**config.mk**
```make
export PLATFORM = sky130hd
export DESIGN_NAME = jchain_loader
export DESIGN_NICKNAME = d
export VERILOG_FILES = /design/src/rtl/jchain_loader.sv
export SDC_FILE = /design/constraint.sdc
export NUM_CORES = 1
export LEC_CHECK = 0
export ABC_AREA = 1
export CAP_MARGIN = 20
export CORE_MARGIN = 5
export CORE_UTILIZATION = 38
export CTS_CLUSTER_SIZE = 16
export DETAILED_ROUTE_END_ITERATION = 6
export PLACE_DENSITY = 0.88
export SLEW_MARGIN = 0
export SYNTH_ARGS = -nofsm -noshare
export SYNTH_HDL_FRONTEND = slang
export SYNTH_SLANG_ARGS = --single-unit
```
**constraint.sdc**
```tcl
create_clock -name clk -period 2.5 [get_ports clk]
set_input_delay 0.375 -clock clk [delete_from_list [all_inputs] [get_ports clk]]
set_output_delay 0.375 -clock clk [all_outputs]
set_load 0.01 [all_outputs]
```
**src/rtl/jchain_loader.sv**
```systemverilog
// Serial image loader: fills data then instruction memory top-down from Jin,
// shifts displaced words out on Jout, and holds the core until complete.
// Optional running checksum output enabled by JCHAIN_LOADER_CHECKSUM_EN.
module jchain_loader #(
  parameter int DEPTH = 512,
  parameter int AW    = 9
) (
  input  logic          clk,
  input  logic          rst,
  input  logic          Jen,
  input  logic [31:0]   Jin,
  output logic [31:0]   Jout,
  output logic          dmem_we,
  output logic          imem_we,
  output logic [AW-1:0] mem_addr,
  output logic [31:0]   mem_wdata,
  input  logic [31:0]   dmem_rdata,
  input  logic [31:0]   imem_rdata,
  output logic          core_hold,
  output logic          load_done,
  output logic          load_err
`ifdef JCHAIN_LOADER_CHECKSUM_EN
  ,
  output logic [31:0]   chksum
`endif
);

  typedef enum logic [1:0] {IDLE, LOAD_D, LOAD_I, DONE} state_t;

  localparam logic [AW-1:0] LAST = AW'(DEPTH - 1);

  state_t        state, state_nx;
  logic [AW-1:0] cnt, cnt_nx;
  logic          err_nx;
  logic          wr_d, wr_i;
  logic          vld_p1;
  logic          sel_i_p1;

  always_comb begin
    state_nx = state;
    cnt_nx   = cnt;
    err_nx   = load_err;
    wr_d     = 1'b0;
    wr_i     = 1'b0;
    case (state)
      IDLE, DONE: begin
        // The first word is written in the same cycle Jen is seen high.
        if (Jen) begin
          wr_d     = 1'b1;
          state_nx = LOAD_D;
          cnt_nx   = AW'(1);
        end
      end
      LOAD_D: begin
        if (Jen) begin
          wr_d   = 1'b1;
          cnt_nx = cnt + AW'(1);
          if (cnt == LAST) state_nx = LOAD_I;
        end else begin
          state_nx = IDLE;
          cnt_nx   = '0;
          err_nx   = 1'b1;
        end
      end
      LOAD_I: begin
        if (Jen) begin
          wr_i   = 1'b1;
          cnt_nx = cnt + AW'(1);
          if (cnt == LAST) begin
            state_nx = DONE;
            err_nx   = 1'b0;
          end
        end else begin
          state_nx = IDLE;
          cnt_nx   = '0;
          err_nx   = 1'b1;
        end
      end
      default: begin
        state_nx = IDLE;
        cnt_nx   = '0;
      end
    endcase
  end

  // Strobes are masked while reset is asserted so no write leaks out mid-reset.
  assign dmem_we   = wr_d & rst;
  assign imem_we   = wr_i & rst;
  assign mem_addr  = LAST - cnt;
  assign mem_wdata = Jin;
  assign load_done = (state == DONE);
  assign core_hold = (state != DONE);

  // p0: accept/write stage; p1: memory read data returns and is captured on Jout
  always_ff @(posedge clk or negedge rst) begin
    if (!rst) begin
      state    <= IDLE;
      cnt      <= '0;
      load_err <= 1'b0;
      vld_p1   <= 1'b0;
      sel_i_p1 <= 1'b0;
      Jout     <= '0;
    end else begin
      state    <= state_nx;
      cnt      <= cnt_nx;
      load_err <= err_nx;
      vld_p1   <= wr_d | wr_i;
      sel_i_p1 <= wr_i;
      if (vld_p1) Jout <= sel_i_p1 ? imem_rdata : dmem_rdata;
    end
  end

`ifdef JCHAIN_LOADER_CHECKSUM_EN
  function automatic logic [31:0] wrap_add(input logic [31:0] a, input logic [31:0] b);
    return a + b;
  endfunction

  always_ff @(posedge clk or negedge rst) begin
    if (!rst) begin
      chksum <= '0;
    end else if (wr_d && (state == IDLE || state == DONE)) begin
      chksum <= Jin;
    end else if (wr_d || wr_i) begin
      chksum <= wrap_add(chksum, Jin);
    end
  end
`endif

endmodule

```
# [Yosys cells after proc, flatten, opt, wreduce, memory -nomap -nowiden]
# Index checks and enable logic that the tools add are counted.
# Widths: inputs -> output; s select.
[totals] register_bits=46 in_bits=99 output_inout_bits=78 elab_cells=44
[classes] addsub=2 eq_ne=9 mux=17 n_bitwise=3 n_reduce_logical=7
[op_table] cell="$mux 32" n=1
[op_table] cell="$mux 9" n=2
[op_table] cell="$pmux 9 s2" n=1
[op_table] cell="$mux 2" n=5
[op_table] cell="$add 9x1->9 const B" n=1
[op_table] cell="$eq 9x9->1 const B" n=1
[op_table] cell="$sub 9x9->9 const A" n=1
[op_table] cell="$mux 1" n=6
[op_table] cell="$ne 2x2->1 const B" n=3
[op_table] cell="$ne 3x3->1 const B" n=2
[op_table] cell="$pmux 2 s3" n=1
[op_table] cell="$reduce_and 3->1" n=2
[op_table] cell="$eq 2x2->1 const B" n=2
[op_table] cell="$reduce_or 2->1" n=2
[op_table] cell="$reduce_or 3->1" n=1
[op_table] cell="$and 1x1->1" n=2
[op_table] cell="$eq 2x1->1 const B" n=1
[op_table] cell="$logic_not 2->1" n=1
[op_table] cell="$pmux 1 s2" n=1
[op_table] cell="$reduce_bool 2->1" n=1
[op_table] cell="$or 1x1->1" n=1

# [Longest topological paths before layout]
# Gate-level depths: netlist (run 1).
[depth] ltp_word=4 ltp_mapped=11 depth_no_buf=11

# [Worst setup path after synthesis (run 1)]
# Ideal clock, no wire load.
[synth_timing] kind="register to register" start="register cnt[0]" end="register state[1]" setup_ps=132 arrival_ps=1425 t_required_ps=2368 slack_ps=943 stages_incl_launch_ff=12 path_buffers=0 synth_period_minus_slack_ps=1557 path_cell_list="dfrtp_1 ha_1 nand2_1 nor2_1 nand2_1 nor3_1 ha_1 inv_1 nand2_1 o21ai_2 nand2_1 o21ai_0"
[synth_via] elab_chain_cells=3 word_cells_on_any_way=4 classes_between="3 x eq/ne; 1 x reduce/logical"
[synth_lines] element="from (decl)" line_no="33" source="logic [AW-1:0] cnt, cnt_nx;"
[synth_lines] element="from (signal assigned)" line_no="105" source="cnt <= cnt_nx;"
[synth_lines] element="$eq 9x9->1 (*)" line_no="58, 69"
[synth_lines] element="$ne 3x3->1 (no source line)"
[synth_lines] element="$reduce_and 3->1 (no source line) (*)"
[synth_lines] element="to (signal assigned)" line_no="104" source="state <= state_nx;"
[synth_lines] element="to (decl)" line_no="32" source="state_t state, state_nx;"
# Mark *: on every way between the ends. The rest lies on a longest branch, timed or not.
# A chain may end at the register's enable or synchronous reset.

# [Final worst setup path (run 1)]
[layout_timing] start="register state[0]" end="output imem_we"
[layout_via] elab_chain_cells=3
[layout_lines] element="$eq 2x2->1" line_no="45" source="case (state)"
[layout_lines] element="$mux 1" line_no="45"
[layout_lines] element="$and 1x1->1" line_no="88" source="assign imem_we = wr_i & rst;"
[layout_lines] element="to (decl)" line_no="14" source="output logic imem_we,"
# No other way between the ends.

==> results of run 1 <==
-- cells by family (layout without fill, tap and decap cells) --
group	after synthesis	in the layout	synth area share (%)
DFF	46	46	46.4
xor gates and xnor gates	1	1	0.353
buffers and inverters	68	144	16.2
and+or+nand+nor	139	139	22.5
AOI/OAI and AO/OA	46	46	11.5
adders and majority gates	6	6	3.02
-- state kept, by name, indices dropped and copies added, names as in the netlist --
signal    cells
Jout         32
cnt           9
state         2
load_err      1
sel_i_p1      1
vld_p1        1
-- cell type report --
type / count / area, µm² / area share [%]
clock buffer: 7 / 76.3 / 2.20
clock inverter: 1 / 7.51 / 0.216
inverter: 22 / 82.6 / 2.38
multi-input combinational: 192 / 928 / 26.7
sequential: 46 / 1150 / 33.2
tap: 77 / 96.3 / 2.77
timing repair buffer: 114 / 1130 / 32.6
-- power groups by stage --
stage / combinational (mW) / sequential [mW] / clock (mW)
final: 1.18 / 1.18 / 0.435
after global routing: 1.29 / 1.21 / 0.499
after floorplan: 0.625 / 1.17 / 0
after CTS: 1.20 / 1.18 / 0.462
after detailed placement: 1.20 / 1.20 / 0
after global placement: 1.16 / 1.18 / 0
-- path summary, 6_finish.rpt --
path | startpoint | endpoint | slack (ns)
max | state[0] | imem_we | 0.33
min | rst | Jout[27] | 0.21
max reg2reg | cnt[0] | state[1] | 0.74
min reg2reg | Jout[10] | Jout[10] | 0.54
max in group asynchronous | rst | vld_p1 | 1.87
min in group clk | Jout[10] | Jout[10] | 0.54
-- placed cells by master (no fill, tap or decap) --
cell type	instances
dfrtp_2	1
nand2_2	5
nor2_1	42
inv_1	18
o21a_1	1
a21oi_1	1
o21ai_2	2
dfrtp_1	45
nor3_1	2
clkinvlp_4	1
clkbuf_8	5
a21oi_2	1
nand3b_1	1
a31oi_1	32
o22ai_1	1
xnor2_1	1
ha_1	6
nand3_1	3
o21ai_1	1
nand2_1	84
nor2_4	2
clkbuf_1	2
buf_2	1
o21ai_0	7
buf_4	2
inv_2	4
clkdlybuf4s50_1	111
-- critical path: stages, from the launching register on --
cell             delay, ns
dfrtp_1               0.43
inv_1                 0.10
ha_1                  0.22
nand2_1               0.11
nor2_1                0.10
clkdlybuf4s50_1       0.54
-- metal layers --
layer	up-vias	wire, µm
li1	1095	-
met1	1057	2800
met2	115	3390
met3	12	598
met4	0	119
met5	-	0
==> flow_summary.json, run 1 <==
{
  "ys_seq_area_share_pct": 46.4,
  "drt-pass1-iter-count": 4,
  "postCtsSetupRepairBufs": 0,
  "crit_path_end_kind": "primary output",
  "syn_avg_cell_area_um2": 8.11,
  "ys_seq_elements": 46,
  "setup_violations": 0,
  "antenna_found_initial": 0,
  "synth.most_common_cell": "nand2_1",
  "period_needed_ns": 2.17,
  "syn_nets": 411,
  "grt_use_total_pct": 16.4,
  "drt_iter0_markers": 81,
  "grt_pass1_vias": 2274,
  "use_met3_pct": 5.17,
  "hpwlAfterDp_um": 5160,
  "swShare_pct": 35.6,
  "placed_cells": 451,
  "synth_cell_types": 22,
  "rsz0062_at_grt": "no",
  "cts.clk_slew.worst_paths_ns": 0.08,
  "post-place-ws_ns": 0.333,
  "power.switching_uw": 995,
  "ys.warnings.count": 0,
  "synthTopCellsByArea": "dfrtp_1 46%, nand2_1 13%, buf_4 11%",
  "top_usage_layer": "met2",
  "worstPathArrival_ns": 1.79,
  "synth_top_area_share_pct": 46.4,
  "synthFlopType": "dfrtp_1",
  "status": "finished clean",
  "gp_congestion": 0.867,
  "async_reset_ff_share_pct": 100,
  "via_per_inst": 4.97,
  "cts_root_buf": "clkbuf_8",
  "crit_path_start_kind": "flop",
  "yosys.area.top_type": "dfrtp_1",
  "grt_max_degree": 65,
  "utilization_pct": 54.7,
  "skew_ns": 0.00440,
  "slew_viol_final": 0,
  "drive_gt1_share_pct": 6.28,
  "grt_pass1_wl_um": 11300,
  "rows": 29,
  "crit_path_max_fanout": 4,
  "antenna_cells": 0,
  "finalHoldViolations": 0,
  "max-vdd-ir-drop_v": 0.000413,
  "finalWorstSetupSlack_ns": 0.333,
  "clock_latency_ns": 0.29,
  "num_vias": 2279,
  "n_fill_cell": 575,
  "reg2reg_depth": 11,
  "cts_tree": "yes",
  "syn_inst": 306,
  "start_util_pct": 39.1,
  "io_pins": 177,
  "powerDensity_nw_per_um2": 804,
  "max_freq_ghz": 0.462,
  "cts_resized": 0,
  "p_int_mw": 1.80,
  "fin_setup_tns_ns": 0,
  "cts_buffers": 5,
  "fin_cells": 459,
  "power_frac_clock_pct": 15.6,
  "area_delta_synth_final_pct": 40.0,
  "comb_power_share_pct": 42.3,
  "clk_path_buf_depth": 2,
  "htree_levels": 2,
  "hp-class": "in2async",
  "routed_wl_um": 6910,
  "globalRouteMet1Util_pct": 19.9,
  "cp.required_ns": 2.12,
  "wl_per_cell_um": 15.1,
  "tightest_slew_ns": 1.03,
  "overflow": 0,
  "synthTopCellsByCount": "84 x nand2_1, 46 x dfrtp_1, 42 x nor2_1",
  "fin_crit_sh_pct": 86.7,
  "drtAntennaViolNets": 0,
  "drv_cap": 0,
  "grtUsageMet2_pct": 28.0,
  "fp.dieW_um": 90.8,
  "hold_ws_ns": 0.209,
  "die_h_um": 90.8,
  "syn_area_um2": 2480,
  "ctsHoldBuffers": 0,
  "cts_sinks": 46,
  "core-area_um2": 6350,
  "relSlewSlack_pct": 31.4,
  "seqPwrFrac_pct": 42.1,
  "power_leakage_nw": 1.50,
  "synth_edf_count": 0,
  "crit_type": "reg2out",
  "die_area_um2": 8250,
  "final_nets": 486,
  "placed_area_um2": 3390,
  "power_mw": 2.79,
  "drc": 0,
  "io_buffers": 112,
  "final_area_um2": 3470
}
Power figures use the tool's default switching activity.
==> inputs of run 2 (changes only) <==
SKIP_LAST_GASP = 1   (was not set)
==> results of run 2 <==
The final DEF is identical to that of run 1; final timing and power are the same.
==> inputs of run 3 (changes only) <==
CORE_UTILIZATION = 32   (was 38)
PLACE_DENSITY = 0.79   (was 0.88)
SLEW_MARGIN = 20   (was 0)
clock period = 1.8 ns   (was 2.5 ns; I/O delays follow)
==> run 3 against run 2 <==
Compared with the run above:
- register-to-register slack worse by 0.60 ns
- combinational power rose by 53%
- largest cell class is now non-clock buffers
- flip-flop and latch count unchanged
- cell count is 6.3% higher
==> flow_summary.json, run 3 (synthesized netlist as in run 1, its figures left out) <==
{
  "status": "finished clean",
  "io_pins": 177,
  "grt_use_total_pct": 13.6,
  "htree_levels": 2,
  "crit_path_end_kind": "primary output",
  "worstPathArrival_ns": 1.41,
  "power_leakage_nw": 1.55,
  "overflow": 0,
  "crit_type": "reg2out",
  "via_per_inst": 4.69,
  "drt-pass1-iter-count": 4,
  "drive_gt1_share_pct": 9.07,
  "rows": 32,
  "worstSetupStartpoint": "state[0]",
  "wl_per_cell_um": 13.7,
  "wl_met1_um": 3000,
  "routed_wl_um": 6690,
  "fin_crit_sh_pct": 93.3,
  "slew_viol_final": 0,
  "cts_sinks": 46,
  "grt_pass1_wl_um": 10800,
  "powerDensity_nw_per_um2": 1110,
  "start_util_pct": 32.5,
  "rsz0062_at_grt": "yes",
  "largest_reg_flops": 32,
  "relSlewSlack_pct": 60.4,
  "max_freq_ghz": 0.595,
  "wl_met2_um": 3080,
  "crit_path_start_kind": "flop",
  "clock_latency_ns": 0.29,
  "die_area_um2": 9620,
  "antenna_cells": 0,
  "drc": 0,
  "num_vias": 2290,
  "cts_buffers": 5,
  "cp.required_ns": 1.53,
  "cts_tree": "yes",
  "grt_max_degree": 61,
  "regMostFlops": "Jout",
  "drv_cap": 0,
  "drtAntennaViolNets": 0,
  "utilization_pct": 46.7,
  "core-area_um2": 7650,
  "io_buffers": 112,
  "cts.clk_slew.worst_paths_ns": 0.09,
  "cts_root_buf": "clkbuf_8",
  "setup_violations": 0,
  "reg_top3": "Jout x32, cnt x9, state x2",
  "max-vdd-ir-drop_v": 0.000462,
  "routed-wl-met3_um": 505,
  "layout_commonest_cell": "clkdlybuf4s50_1",
  "tightest_slew_ns": 0.593,
  "r2r-start": "cnt[0]",
  "drt_iter0_markers": 69,
  "die_h_um": 98.1,
  "hpwlAfterDp_um": 4910,
  "antenna_found_initial": 0,
  "top_layer": "met4",
  "fp.dieW_um": 98.1,
  "period_needed_ns": 1.68,
  "area_delta_synth_final_pct": 44.0,
  "mostFrequentLayoutCells": "107 x clkdlybuf4s50_1, 83 x nand2_1, 45 x dfrtp_1",
  "final_nets": 490,
  "crit_path_max_fanout": 3,
  "hp-class": "in2async",
  "skew_ns": 0.00507,
  "finalHoldViolations": 0,
  "clk_path_buf_depth": 2,
  "grt_pass1_vias": 2239,
  "power_mw": 3.98,
  "gp_congestion": 0.837
}
==> run 3: cell count changes in the layout (fill, tap and decap cells not counted), moves of 2 or more <==
| cell | delta |
|---|---|
| ha_1 | -2 |
| dlygate4sd2_1 | +3 |
| clkbuf_1 | -2 |
| buf_4 | +3 |
| ha_2 | +2 |
| clkdlybuf4s50_1 | -4 |
==> run 3: area by class of cell <==
class | count | area [µm²]
Fill cell | 706 | 4070
Timing Repair Buffer | 118 | 1170
Sequential cell | 46 | 1150
Multi-Input combinational cell | 192 | 943
Tap cell | 102 | 128
Clock buffer | 6 | 82.6
Inverter | 22 | 82.6
Clock inverter | 2 | 12.5
==> run 3: layer usage <==
layer	vias to the layer above	global-route usage (%)
li1	1101	-
met1	1065	16.6
met2	111	22.7
met3	13	4.29
met4	0	4.37
met5	-	0
==> run 3: power breakdown <==
| group | leakage [nW] | internal, mW | total (mW) | switching (mW) |
|---|---|---|---|---|
| clock | 0.0472 | 0.309 | 0.655 | 0.346 |
| sequential | 0.537 | 1.33 | 1.52 | 0.187 |
| combinational | 0.965 | 0.930 | 1.81 | 0.876 |
| total | 1.55 | 2.57 | 3.98 | 1.41 |
==> run 3: timing repair <==
action,CTS,global route
hold buffers,0,0
setup buffers,1,0
pin swaps,0,2
gates resized for setup,3,6
endpoints found under the setup margin,3,3
==> run 3: per-stage QoR <==
| stage | setup TNS [ns] | std cells | worst slack [ns] | cell area [µm²] | hold slack, ns |
|---|---|---|---|---|---|
| 6_report | 0 | 488 | 0.120 | 3570 | 0.0728 |
| 5_1_grt | -0.0403 | 488 | -0.0310 | 3570 | 0.117 |
| 4_1_cts | 0 | 488 | 0.00998 | 3560 | 0.0984 |
| 3_5_place_dp | -0.0321 | 479 | -0.0321 | 3460 | 0.426 |
| 3_3_place_gp | -0.00511 | 479 | -0.00511 | 3460 | 0.430 |
| 2_1_floorplan | 0 | 306 | 0.243 | 2480 | -0.0256 |
==> run 3: path summary, 6_finish.rpt <==
path                       endpoint  slack [ns]  cells after the start
setup / recovery            imem_we        0.12                      5
hold / removal             Jout[16]        0.07                      2
setup reg to reg           state[1]        0.14                     11
hold reg to reg            load_err        0.50                      2
max in group asynchronous    vld_p1        1.30                      2
min in group clk           load_err        0.50                      2
==> run 3: worst max-delay path: stages (launching register included) <==
cell and delay (ns):
dfrtp_1 0.38, inv_1 0.09, ha_1 0.20, nand2_1 0.10, nor2_1 0.08, dlygate4sd2_1 0.27
